### src/rtl/sata_prims.sv
// SATA primitive words as seen on the 16-bit encoder interface (byte [7:0] goes out first),
// plus the transmit scheduler state encoding.
package sata_prims;

  localparam logic [15:0] ALIGN_LO_DATA = 16'h4ABC;  // K28.5 D10.2
  localparam logic [1:0]  ALIGN_LO_ISK  = 2'b01;
  localparam logic [15:0] ALIGN_HI_DATA = 16'h7B4A;  // D10.2 D27.3
  localparam logic [1:0]  ALIGN_HI_ISK  = 2'b00;

  localparam logic [15:0] SYNC_LO_DATA  = 16'h957C;  // K28.3 D21.4
  localparam logic [1:0]  SYNC_LO_ISK   = 2'b01;
  localparam logic [15:0] SYNC_HI_DATA  = 16'hB5B5;  // D21.5 D21.5
  localparam logic [1:0]  SYNC_HI_ISK   = 2'b00;

  typedef enum logic [2:0] {
    ST_DATA_LO = 3'd0,
    ST_DATA_HI = 3'd1,
    ST_FILL_HI = 3'd2,
    ST_ALN_LO  = 3'd3,
    ST_ALN_HI  = 3'd4
  } tx_state_t;

endpackage

### src/rtl/gtx_tx_align_sched.sv
// Dword transmit scheduler: merges link words with periodic ALIGN bursts and SYNC filler
// ahead of the 8b/10b encoder. Everything toward the encoder is registered.
module gtx_tx_align_sched
  import sata_prims::*;
#(
  parameter int ALIGN_PERIOD = 254,
  parameter int ALIGN_BURST  = 2
) (
  input  logic        clk,
  input  logic        rst,
  input  logic        align_en,
  input  logic        align_force,
  input  logic [15:0] in_data,
  input  logic [1:0]  in_isk,
  input  logic        in_valid,
  output logic        in_ready,
  output logic [15:0] out_data,
  output logic [1:0]  out_isk,
  output logic        out_align,
  output logic        underrun
);

  localparam logic [7:0] PERIOD_LAST = 8'(ALIGN_PERIOD - 1);
  localparam logic [2:0] BURST_LEN   = 3'(ALIGN_BURST);

  tx_state_t   state_reg, state_next;
  logic [7:0]  period_reg, period_next;
  logic [2:0]  burst_reg, burst_next;
  logic [2:0]  burst_inc;
  logic [15:0] data_reg, data_next;
  logic [1:0]  isk_reg, isk_next;
  logic        align_reg, align_next;
  logic        underrun_reg, underrun_next;
  logic        complete;
  logic        aln_dword;

  assign in_ready  = (state_reg == ST_DATA_LO) || (state_reg == ST_DATA_HI);
  assign out_data  = data_reg;
  assign out_isk   = isk_reg;
  assign out_align = align_reg;
  assign underrun  = underrun_reg;
  assign burst_inc = burst_reg + 3'd1;

  always_comb begin
    state_next    = state_reg;
    period_next   = period_reg;
    burst_next    = burst_reg;
    data_next     = SYNC_LO_DATA;
    isk_next      = SYNC_LO_ISK;
    align_next    = 1'b0;
    underrun_next = 1'b0;
    complete      = 1'b0;
    aln_dword     = 1'b0;

    case (state_reg)
      ST_DATA_LO: begin
        if (in_valid) begin
          data_next  = in_data;
          isk_next   = in_isk;
          state_next = ST_DATA_HI;
        end else begin
          state_next = ST_FILL_HI;
        end
      end
      ST_DATA_HI: begin
        if (in_valid) begin
          data_next = in_data;
          isk_next  = in_isk;
        end else begin
          // The LO half already went out; close the dword with SYNC's HI half.
          data_next     = SYNC_HI_DATA;
          isk_next      = SYNC_HI_ISK;
          underrun_next = 1'b1;
        end
        complete = 1'b1;
      end
      ST_FILL_HI: begin
        data_next = SYNC_HI_DATA;
        isk_next  = SYNC_HI_ISK;
        complete  = 1'b1;
      end
      ST_ALN_LO: begin
        data_next  = ALIGN_LO_DATA;
        isk_next   = ALIGN_LO_ISK;
        align_next = 1'b1;
        state_next = ST_ALN_HI;
      end
      ST_ALN_HI: begin
        data_next  = ALIGN_HI_DATA;
        isk_next   = ALIGN_HI_ISK;
        align_next = 1'b1;
        burst_next = burst_inc;
        aln_dword  = 1'b1;
        complete   = 1'b1;
      end
      default: begin
        state_next = ST_ALN_LO;
      end
    endcase

    if (complete) begin
      if (align_force) begin
        // Clearing the burst count here guarantees a full burst after force drops.
        state_next  = ST_ALN_LO;
        period_next = 8'd0;
        burst_next  = 3'd0;
      end else if (aln_dword && (burst_inc < BURST_LEN)) begin
        state_next = ST_ALN_LO;
      end else if (aln_dword) begin
        state_next  = ST_DATA_LO;
        period_next = 8'd0;
      end else if (align_en && (period_reg == PERIOD_LAST)) begin
        state_next  = ST_ALN_LO;
        period_next = 8'd0;
        burst_next  = 3'd0;
      end else begin
        state_next  = ST_DATA_LO;
        period_next = align_en ? (period_reg + 8'd1) : 8'd0;
      end
    end
  end

  always_ff @(posedge clk) begin
    if (!rst) begin
      state_reg    <= ST_ALN_LO;
      period_reg   <= 8'd0;
      burst_reg    <= 3'd0;
      data_reg     <= SYNC_LO_DATA;
      isk_reg      <= SYNC_LO_ISK;
      align_reg    <= 1'b0;
      underrun_reg <= 1'b0;
    end else begin
      state_reg    <= state_next;
      period_reg   <= period_next;
      burst_reg    <= burst_next;
      data_reg     <= data_next;
      isk_reg      <= isk_next;
      align_reg    <= align_next;
      underrun_reg <= underrun_next;
    end
  end

endmodule

### config.mk
export PLATFORM = sky130hd
export DESIGN_NAME = gtx_tx_align_sched
export DESIGN_NICKNAME = d
export VERILOG_FILES = /design/src/rtl/sata_prims.sv /design/src/rtl/gtx_tx_align_sched.sv
export SDC_FILE = /design/constraint.sdc
export NUM_CORES = 1
export LEC_CHECK = 0
export BUFFER_PORTS_ARGS = -buffer_cell sky130_fd_sc_hd__buf_2
export CORE_MARGIN = 4
export CORE_UTILIZATION = 52
export CTS_BUF_LIST = sky130_fd_sc_hd__clkbuf_8 sky130_fd_sc_hd__clkbuf_16
export CTS_CLUSTER_DIAMETER = 150
export CTS_CLUSTER_SIZE = 40
export DETAILED_ROUTE_END_ITERATION = 7
export GPL_ROUTABILITY_DRIVEN = 1
export HOLD_SLACK_MARGIN = 0.06
export PLACE_DENSITY_LB_ADDON = 0.1
export SLEW_MARGIN = 20
export SYNTH_ARGS = -nofsm -noshare
export SYNTH_HDL_FRONTEND = slang
export SYNTH_SLANG_ARGS = --single-unit
### constraint.sdc
create_clock -name clk -period 2.1 [get_ports clk]
set_clock_uncertainty 0.15 [all_clocks]
set_input_delay 0.42 -clock clk [delete_from_list [all_inputs] [get_ports clk]]
set_output_delay 0.42 -clock clk [all_outputs]
set_load 0.02 [all_outputs]
# == Yosys cells after proc, flatten, opt, wreduce, memory -nomap -nowiden ==
# Cells that the tools add are included.
# totals
reg_bits,34
latch_bits,0
ram_bits,0
rom_bits,0
inputBits,23
elab_cells,54
mem_count,0
# classes
n_addsub,2
multipliers,0
n_div,0
magnitude_cmp,1
eq_ne,7
shifts,0
mux,28
bitwise_logic,0
n_reduce_logical,9
# op_table
op,n
16-bit one-hot mux with 5 select lines,1
8-bit 2-to-1 mux,5
16-bit 2-to-1 mux,2
3-bit 2-to-1 mux,7
2-bit 2-to-1 mux,7
3-bit one-hot mux with 3 select lines,1
8-bit by 1-bit adder with 8-bit output (second input constant),1
8-bit == test (second input constant),1
3-bit by 2-bit == test with 1-bit output (second input constant),2
2-bit one-hot mux with 3 select lines,1
1-bit 2-to-1 mux,4
2-bit AND reduction,2
2-bit OR reduction,2
3-bit by 1-bit adder with 3-bit output (second input constant),1
3-bit by 1-bit == test with 1-bit output (second input constant),1
3-bit == test (second input constant),1
3-bit logical NOT,1
3-bit by 2-bit < comparator with 1-bit output (second input constant),1
3-bit OR reduction,1
1-bit logical AND,2
2-bit by 1-bit inequality test with 1-bit output (second input constant),1
2-bit inequality test (second input constant),1
1-bit logical OR,1

# == Logic depth before layout (Yosys ltp) ==
# Gate-level depths: netlist of the first run.
# depth
word_depth,7
ltp_mapped,7
ltp_nobuf,7

# == Worst setup path after synthesis of the first run ==
# Ideal clock, no wire load.
# synth_timing
kind,register to register
from,register state_reg[0]
to,register period_reg[7]
setup_time_ns,0.118
arrival_time_ns,1.392
slack_ns,0.440
path_stages_with_launch,8
path_buffers,2
period_less_slack_ns,1.660
path_cell_list,dfxtp_1 buf_2 or3b_1 buf_6 nor2_4 a21oi_1 a41oi_1 nor2_1
# synth_via
elab_chain_cells,5
word_cells_on_any_way,12
cone_classes,eq/ne (4); mux (5); reduce/logical (3)
# synth_rtl
item,line,source
from (decl),gtx_tx_align_sched.sv:26,"tx_state_t state_reg, state_next;"
from (signal assigned),gtx_tx_align_sched.sv:133,state_reg <= state_next;
3-bit == test,gtx_tx_align_sched.sv:55,case (state_reg)
1-bit 2-to-1 mux,gtx_tx_align_sched.sv:55,
8-bit 2-to-1 mux / 1-bit logical AND (equally long branches),"gtx_tx_align_sched.sv:109, gtx_tx_align_sched.sv:107",
8-bit 2-to-1 mux / 2-bit inequality test (equally long branches),-,
8-bit 2-to-1 mux / 2-bit AND reduction (equally long branches),-,
to (signal assigned),gtx_tx_align_sched.sv:134,period_reg <= period_next;
to (decl),gtx_tx_align_sched.sv:27,"logic [7:0] period_reg, period_next;"
# Several ways; a longest one is shown, not always the timed one. The select of a mux whose other input is x is not followed.
# A chain may end at the register's enable or synchronous reset.

# == Worst setup path after layout of the first run ==
# layout_timing
from,register state_reg[2]
to,output port in_ready
# layout_via
elab_chain_cells,2
word_cells_on_any_way,3
cone_classes,eq/ne (1); reduce/logical (2)
# layout_rtl
item,line,source
3-bit by 1-bit == test with 1-bit output / 3-bit logical NOT (equally long branches),gtx_tx_align_sched.sv:37,assign in_ready = (state_reg == ST_DATA_LO) || (state_reg == ST_DATA_HI);
1-bit logical OR *,gtx_tx_align_sched.sv:37,
to (decl),gtx_tx_align_sched.sv:16,"output logic in_ready,"
# Every way passes the cells marked *; elsewhere a longest branch is shown, timed or not.

==> results of run 1 <==
==> how the worst max path moves through the flow <==
| stage | startpoint | endpoint | slack [ns] | depth (start not counted) |
|---|---|---|---|---|
| 5_1_grt | state_reg[2]$_SDFF_PP0_ | in_ready | 0.13 | 3 |
| 6_report | state_reg[2]$_SDFF_PP0_ | in_ready | 0.27 | 3 |
| 4_1_cts | state_reg[2]$_SDFF_PP0_ | in_ready | 0.27 | 3 |
| 3_5_place_dp | state_reg[2]$_SDFF_PP0_ | period_reg[6]$_SDFFE_PN0P_ | 0.33 | 5 |
| 3_3_place_gp | state_reg[2]$_SDFF_PP0_ | period_reg[6]$_SDFFE_PN0P_ | 0.40 | 5 |
| 2_1_floorplan | state_reg[0]$_SDFF_PN1_ | period_reg[7]$_SDFFE_PN0P_ | 0.44 | 7 |
==> cell families after synthesis <==
group / Yosys count / synth area share (%)
AO/OA/AOI/OAI: 58 / 21.0
XOR/XNOR: 4 / 2.11
adder cells (fa/ha/maj): 3 / 2.26
buffers and inverters: 18 / 5.21
flip-flops: 34 / 41.1
multiplexers: 1 / 0.679
AND/OR/NAND/NOR: 87 / 27.7
==> metrics by stage <==
step	setup slack (ns)	utilization, %	power [µW]	hold WS, ns
4_1_cts	0.275	64.9	1700	0.199
2_1_floorplan	0.440	-	1090	0.290
3_5_place_dp	0.328	61.9	1210	0.310
6_report	0.270	64.9	1690	0.203
5_1_grt	0.132	64.9	1800	0.198
3_3_place_gp	0.404	61.9	1190	0.312
==> synthesized netlist by cell type (2+ instances only) <==
library cell  count  share of area, %
dfxtp_1          34                41
a21oi_1          23               6.9
nor2_1           22               5.0
nand2_1          20               4.5
o21ai_0          13               3.9
clkbuf_1          9               2.0
nand3_1           9               2.7
nor3_1            7               2.1
nand3b_1          6               2.7
nor2b_1           5               1.9
nand2b_1          4               1.5
nor3b_1           4               1.8
o21ai_1           4               1.2
o22ai_1           4               1.5
xor2_1            4               2.1
buf_2             3              0.91
ha_1              3               2.3
inv_1             3              0.68
o21bai_1          3               1.4
a211oi_1          2              0.91
a21o_1            2              0.91
and3_1            2              0.75
buf_6             2               1.4
==> report_power, final <==
group | switching (µW) | leakage, µW | internal [µW] | total [µW]
Clock | 230 | 0.0000524 | 259 | 489
Sequential | 25.0 | 0.000279 | 707 | 732
Combinational | 293 | 0.000479 | 172 | 465
Total | 547 | 0.000811 | 1140 | 1690
==> worst max-delay path: stages (launching register included) <==
cell and delay (ns):
dfxtp_1 0.43, buf_4 0.28, nor2_1 0.10, buf_2 0.17
==> cells in the final DEF, fill, tap and decap left out, drive strengths merged <==
cell | netlist | routed
o32ai | 1 | 1
nand4b | 1 | 1
o21ai | 17 | 17
buf | 6 | 48
nor3b | 4 | 4
nand2 | 22 | 22
and3 | 2 | 2
a221oi | 1 | 1
nor2 | 23 | 23
mux2 | 1 | 1
dfxtp | 34 | 34
nor2b | 5 | 5
ha | 3 | 3
nand2b | 4 | 4
a211oi | 2 | 2
a41oi | 1 | 1
and4 | 1 | 1
nand4 | 1 | 1
clkinv | 0 | 1
nor3 | 8 | 8
o22ai | 4 | 4
clkbuf | 9 | 6
xor2 | 4 | 4
a31oi | 1 | 1
a21boi | 2 | 2
nand3b | 6 | 6
or3b | 1 | 1
o21bai | 3 | 3
inv | 3 | 4
a21o | 3 | 3
nand3 | 9 | 9
a21oi | 23 | 23
==> per-layer routing <==
metal	share of wire, %	up-vias	GRT usage (%)	routed length, µm
li1	-	795	-	-
met1	43	735	22.7	1660
met2	50	45	36.3	1920
met3	6.1	5	6.41	236
met4	0.65	0	4.75	25
met5	0	-	0	0
==> final cells by class <==
type                            instances  area share [%]
Inverter                                3           0.568
Clock buffer                            6            4.17
Timing Repair Buffer                   48            12.8
Clock inverter                          2           0.442
Tap cell                               44            2.78
Sequential cell                        34            34.3
Multi-Input combinational cell        153            44.9
==> impl_metrics.yaml, run 1 <==
timing:
  fmaxAchievable_ghz: 0.546
  hold_viol_final: 0
  worst_pin_slew_ns: 0.341
  setup_viol: 0
  finalCriticalPeriod_ns: 1.83
  max_slew_margin_pct: 77.3
  rsz0062_at_grt: "no"
  fin_setup_tns_ns: 0
  finalCritPeriodShare_pct: 87.1
  slew_violations: 0
run_status:
  outcome: "finished, final reports clean"
finish:
  multiInputGateArea_um2: 891
  areaGrowthSynthToFinish_pct: 19.5
  antennaDiodeCount: 0
  final_nets: 271
  largest_reg_flops: 16
  drive_above_1_share_pct: 25.2
  regArea_um2: 681
  final_area_um2: 1980
  layoutNonFillerInstCount: 290
  nFillCells: 302
worst_setup_path:
  cp-start-kind: "register"
  reg2regPathDepth: 5
  cp_data_arrival_time_ns: 1.26
  endpoint_kind: "output pin"
  critPathMaxFanout: 21
  rrSetupSlack_ns: 0.30
  crit_type: "reg -> out"
  reg2reg_to: "period_reg[6]$_SDFFE_PN0P_"
  worstReg2RegStart: "state_reg[2]$_SDFF_PP0_"
  cp.required_ns: 1.53
synth:
  syn_area_um2: 1660
  ys_ff_latch: 34
  syn_area_per_cell_um2: 8.09
  seq_area_frac_synth_pct: 41.1
  ys.flop_type: "dfxtp_1"
  synth_edf_count: 0
  synth_nets: 231
  ys_warn_count: 0
  synthArstFlopShare_pct: 0
  syn-instance-count: 205
  yosysUniqueCellTypes: 40
floorplanning:
  die_x_um: 64.5
  rows: 20
  initial_core_util_pct: 54.3
  die_h_um: 64.5
  core_um2: 3050
  dieArea_um2: 4160
  io_pins: 44
routing:
  drt_iter0_markers: 158
  ant_nets: 0
  vias: 1580
  wl_um: 3840
  dr.pass1.iters: 4
  drc_errors: 0
  viasPerCell: 5.45
  wl_per_cell_um: 13.2
clock_network:
  clockBufferDepth: 2
  cts_resized: 0
  cts-root-buf: "clkbuf_8"
  clk_pin_slew_ns: 0.07
  insertion_delay_ns: 0.28
  ctsHoldBuffers: 0
  cts_max_level: 2
  cts_tree: "yes"
  post_cts_buffers: 0
  cts_sinks: 34
  cts_buffers: 5
placed_design:
  placed_cell_area_um2: 1890
  dpl.cell_count: 282
  dp_hpwl_um: 2770
  io_buffers: 43
  globalplace.congestion: 0.815
pwr:
  powerDensity_nw_per_um2: 851
  ir_drop_uv: 505
  leakagePower_uw: 0.000811
flow_run:
  cap_violations: 0
hold_path:
  holdCritStartpoint: "in_isk[1]"
  hold_depth: 3
  whs_endpoint: "out_isk[1]$_SDFF_PN0_"
  hp-class: "in -> reg"
grt:
  grt_pass1_vias: 1503
  grt_start_max_net_pins: 26
  grtUsageTotal_pct: 20.0
  grt-ovfl-total: 0
  grt_pass1_wl_um: 6670
  antenna_found_initial: 0
Power figures use the tool's default switching activity.
==> run 2: changes to the inputs <==
Settings changed: REMOVE_ABC_BUFFERS from default to 1.
==> run 2 against run 1 <==
- first-iteration DRC count is 27% higher
- register-to-register slack hardly changed
- non-clock buffer count is 1 lower
- die area stayed put
- clock power is 22% higher
- count of clock-buffer cells in the layout is 1 lower
- flip-flop and latch count stayed put
- via count is 3.1% higher
- fmax is 1.1% higher
- final cell count is 0.34% lower
- sequential share of layout area is 0.26 points lower
- hold slack better by 0.0011 ns
- largest power group unchanged
==> impl_metrics.yaml, run 2 (synthesis gave the netlist of run 1 again) <==
placed_design:
  placed_cell_area_um2: 1880
  io_buffers: 43
  dpl.cell_count: 281
  globalplace.congestion: 0.780
  dp_hpwl_um: 2580
worst_setup_path:
  endpoint_kind: "register"
  cp-start-kind: "register"
  reg2regPathDepth: 6
  crit_type: "reg -> reg"
  cp.required_ns: 2.16
  cp_data_arrival_time_ns: 1.87
  critPathMaxFanout: 26
pwr:
  netSwitchingFraction_pct: 31.5
  pwr-share-comb_pct: 26.3
  leakagePower_uw: 0.000804
  seqPwrFrac_pct: 40.4
  ir_drop_uv: 453
  p_int_uw: 1230
  totalPowerFinal_uw: 1800
  powerDensity_nw_per_um2: 900
  p_sw_uw: 565
  power_frac_clock_pct: 33.3
timing:
  worst_pin_slew_ns: 0.508
  slew_violations: 0
  fmaxAchievable_ghz: 0.552
  hold_viol_final: 0
  max_slew_margin_pct: 66.1
  finalCritPeriodShare_pct: 86.2
  fin_setup_tns_ns: 0
  rsz0062_at_grt: "no"
  finalCriticalPeriod_ns: 1.81
  setup_viol: 0
clock_network:
  cts_max_level: 2
  insertion_delay_ns: 0.28
  cts_tree: "yes"
  cts_buffers: 5
  cts_sinks: 34
  ctsHoldBuffers: 0
  cts_resized: 0
  cts-root-buf: "clkbuf_8"
  clk_pin_slew_ns: 0.07
  post_cts_buffers: 0
  clockBufferDepth: 2
routing:
  vias: 1629
  dr.pass1.iters: 4
  viasPerCell: 5.64
  drt_iter0_markers: 200
  wl_per_cell_um: 13.2
  wl_um: 3830
  drc_errors: 0
  ant_nets: 0
grt:
  antenna_found_initial: 0
  grt-ovfl-total: 0
  grtUsageTotal_pct: 20.3
  grt_pass1_vias: 1507
  grt_start_max_net_pins: 32
  grt_pass1_wl_um: 6620
finish:
  largest_reg_flops: 16
  layoutNonFillerInstCount: 289
  antennaDiodeCount: 0
  final_area_um2: 2000
  drive_above_1_share_pct: 25.3
  areaGrowthSynthToFinish_pct: 20.5
  final_nets: 270
  final_common_cell: "buf_2"
  layout_common_cells: "buf_2 (43), dfxtp_1 (34), a21oi_1 (23)"
floorplanning:
  core_um2: 3050
  rows: 20
  die_x_um: 64.5
  dieArea_um2: 4160
  io_pins: 44
  initial_core_util_pct: 54.3
  die_h_um: 64.5
hold_path:
  hp-class: "in -> reg"
  hold_depth: 3
run_status:
  outcome: "finished, final reports clean"
flow_run:
  cap_violations: 0
run 2: worst paths after layout:
path	to	from	slack, ns
worst max-delay path	period_reg[6]$_SDFFE_PN0P_	state_reg[1]$_SDFF_PN1_	0.29
worst min-delay path	out_isk[1]$_SDFF_PN0_	in_isk[1]	0.20
worst max register to register	period_reg[6]$_SDFFE_PN0P_	state_reg[1]$_SDFF_PN1_	0.29
worst min register to register	burst_reg[1]$_SDFF_PN0_	burst_reg[1]$_SDFF_PN0_	0.32
run 2: final cells by class:
cell class	count	area, µm²
Clock buffer	5	68.8
Clock inverter	3	45.0
Fill cell	254	1060
Inverter	3	11.3
Multi-Input combinational cell	153	891
Sequential cell	34	681
Tap cell	44	55.1
Timing Repair Buffer	47	245
run 2: worst max-delay path, cell delays in order, from the launching register on:
cell,delay (ns)
dfxtp_1,0.33
buf_4,0.27
xor2_1,0.17
o21ai_1,0.12
a21oi_1,0.27
nand2_2,0.16
o32ai_2,0.26
run 2: per-stage QoR:
stage          hold WS, ns  worst slack, ns  util (%)
6_report             0.204            0.290      65.4
5_1_grt              0.217            0.163      65.4
4_1_cts              0.200            0.293      65.4
3_5_place_dp         0.309            0.315      61.7
3_3_place_gp         0.313            0.366      61.7
2_1_floorplan        0.290           0.0379         -
run 2: power groups by stage:
stage | sequential [µW] | clock [µW] | combinational, µW
CTS | 726 | 611 | 469
global route | 731 | 645 | 519
global placement | 738 | 0 | 456
finish | 726 | 599 | 472
floorplan | 848 | 0 | 204
detailed placement | 740 | 0 | 466
run 2: per-layer routing:
metal	track usage [%]	vias up	wire, µm
li1	-	790	-
met1	24.1	753	1640
met2	32.3	76	1760
met3	6.24	10	327
met4	11.9	0	100
met5	0	-	0
==> run 3: changes to the inputs <==
Settings changed: ABC_AREA from default to 1, CORE_UTILIZATION 52 to 51.
==> run 3 against run 2 <==
- utilization down 2.1 points
- clock power fell by 22%
- routed wire length shrank 8.2%
- combinational power rose by 18%
- die area down 1.8%
- sequential share of layout area grew 1.4 points
- design area shrank 4.0%
- setup slack got worse by 0.0099 ns
- hold slack worse by 0.010 ns
- critical path type unchanged
- highest routed layer unchanged
==> impl_metrics.yaml, run 3 <==
clock_network:
  clk_pin_slew_ns: 0.07
  cts_sinks: 34
  cts_resized: 0
  cts_buffers: 5
  insertion_delay_ns: 0.28
  post_cts_buffers: 0
  clockBufferDepth: 2
  cts_max_level: 2
  ctsHoldBuffers: 0
  cts-root-buf: "clkbuf_8"
  cts_tree: "yes"
timing:
  setup_viol: 0
  slew_violations: 0
  fmaxAchievable_ghz: 0.549
  max_slew_margin_pct: 71.9
  finalCriticalPeriod_ns: 1.82
  rsz0062_at_grt: "no"
  fin_setup_tns_ns: 0
  worst_pin_slew_ns: 0.421
  hold_viol_final: 0
  finalCritPeriodShare_pct: 86.7
finish:
  antennaDiodeCount: 0
  layout_common_cells: "nand2_1 (54), buf_2 (43), dfxtp_1 (34)"
  drive_above_1_share_pct: 23.5
  final_nets: 295
  largest_reg_flops: 16
  areaGrowthSynthToFinish_pct: 20.3
  final_area_um2: 1920
  final_common_cell: "nand2_1"
  layoutNonFillerInstCount: 312
worst_setup_path:
  crit_type: "reg -> reg"
  cp_slowest_cell: "dfxtp_1"
  cp.required_ns: 2.18
  cp_data_arrival_time_ns: 1.91
  slowest_delay_ns: 0.32
  path_delay_family: "simple AND/OR/NAND/NOR gates"
  path_cells: "ha_1 -> inv_1 -> nand3_1 -> nor2_2 -> nand2_1 -> nand2_1 -> nand2_1 -> nand2_1 -> nand2_1 -> inv_1"
  critPathMaxFanout: 11
  crit_top_cell: "nand2_1"
  cp-start-kind: "register"
  endpoint_kind: "register"
  path_buf_inv: 2
floorplanning:
  core_um2: 3030
  initial_core_util_pct: 52.6
  io_pins: 44
  die_h_um: 63.9
  die_x_um: 63.9
  rows: 20
  dieArea_um2: 4080
routing:
  vias: 1521
  wl_met2_um: 1490
  highest_layer: "met4"
  wl_met3_um: 411
  wl_per_cell_um: 11.3
  viasPerCell: 4.88
  ant_nets: 0
  drc_errors: 0
  dr.pass1.iters: 4
  drt-met1-wl_um: 1560
  wl_um: 3520
  drt_iter0_markers: 103
pwr:
  leakagePower_uw: 0.000909
  p_sw_uw: 638
  pwr-share-comb_pct: 30.7
  netSwitchingFraction_pct: 35.2
  powerDensity_nw_per_um2: 946
  ir_drop_uv: 499
  p_int_uw: 1180
  seqPwrFrac_pct: 43.7
  power_frac_clock_pct: 25.6
placed_design:
  placed_cell_area_um2: 1830
  globalplace.congestion: 0.846
  dp_hpwl_um: 2660
  io_buffers: 43
  dpl.cell_count: 306
grt:
  grtUsageTotal_pct: 19.0
  grt-ovfl-total: 0
  antenna_found_initial: 0
  grt_start_max_net_pins: 13
  grt_pass1_vias: 1344
  grt_pass1_wl_um: 6110
synth:
  syn_area_per_cell_um2: 7.24
  synth_area_leader_cell: "dfxtp_1"
  syn-instance-count: 220
  synth_edf_count: 0
  synthArstFlopShare_pct: 0
  seq_area_frac_synth_pct: 42.7
  synth_most_common_cell: "nand2_1"
  yosys-top-cells-area: "dfxtp_1 (43%), nand2_1 (13%), nor2_1 (7.8%)"
  synthDominantCellAreaShare_pct: 42.7
  syn_area_um2: 1590
  ys_warn_count: 0
  ys_ff_latch: 34
  yosysUniqueCellTypes: 24
  ys.flop_type: "dfxtp_1"
  synthTopCellsByCount: "nand2_1 (54), dfxtp_1 (34), nor2_1 (33)"
run_status:
  outcome: "finished, final reports clean"
flow_run:
  cap_violations: 0
hold_path:
  hp-class: "in -> reg"
-- run 3: changes by cell type in the layout (fill, tap and decap cells not counted), moves of 4 or more --
cell      before  now
a21oi_1       23    7
inv_1          3   28
nand2_1       20   54
nand2b_1       4    0
nand3_1        9   17
nand3b_1       6    0
nor2_1        22   33
nor2b_1        5    0
nor3_1         7    3
o211ai_1       0    4
o22ai_1        4    0
-- run 3: final timing paths --
path | from | end | slack (ns) | cells after the start
hold reg to reg | period_reg[6]$_SDFFE_PN0P_ | period_reg[6]$_SDFFE_PN0P_ | 0.36 | 2
setup reg to reg | burst_reg[0]$_SDFF_PN0_ | period_reg[3]$_SDFFE_PN0P_ | 0.28 | 10
setup / recovery | burst_reg[0]$_SDFF_PN0_ | period_reg[3]$_SDFFE_PN0P_ | 0.28 | 10
hold / removal | in_data[6] | out_data[6]$_SDFF_PN1_ | 0.19 | 3
-- run 3: through the flow --
stage          worst slack (ns)  hold slack, ns  total power [µW]  utilization, %
2_1_floorplan             0.523           0.315              1180               -
3_3_place_gp              0.382           0.339              1360            60.6
3_5_place_dp              0.325           0.351              1360            60.6
4_1_cts                   0.283           0.184              1830            63.3
5_1_grt                  0.0584           0.185              1940            63.3
6_report                  0.280           0.194              1810            63.3
-- run 3: power groups by stage --
stage | Combinational, µW | Clock, µW | Sequential (µW)
after floorplan | 278 | 0 | 906
after global placement | 552 | 0 | 806
after detailed placement | 556 | 0 | 808
after CTS | 561 | 477 | 793
after global routing | 620 | 515 | 806
final | 557 | 465 | 792
-- run 3: cell type report --
| cell class | instances | area (µm²) |
|---|---|---|
| clock buffers | 6 | 82.6 |
| fillers | 293 | 1110 |
| inverters | 30 | 113 |
| multi-input cells | 151 | 741 |
| flip-flops and latches | 34 | 681 |
| well taps | 44 | 55.1 |
| repair buffers | 47 | 245 |
-- run 3: worst reg2reg max path: cells and delay by family (launching register included) --
kind | cells | cell delay [ns]
adders and majority gates | 1 | 0.29
and+or+nand+nor | 7 | 0.94
DFF | 1 | 0.32
buffers and inverters | 2 | 0.09
-- run 3: cells by family after synthesis --
group	after synthesis	share of synthesized area, %
compound gates	27	9.66
xor+xnor	1	0.550
fa+ha+maj	3	2.36
buf+inv	35	10.8
flops	34	42.7
simple gates	120	33.9
-- run 3: layer usage --
| layer | track usage [%] | up-vias |
|---|---|---|
| li1 | - | 789 |
| met1 | 25.5 | 652 |
| met2 | 28.3 | 75 |
| met3 | 6.50 | 5 |
| met4 | 6.47 | 0 |
| met5 | 0 | - |
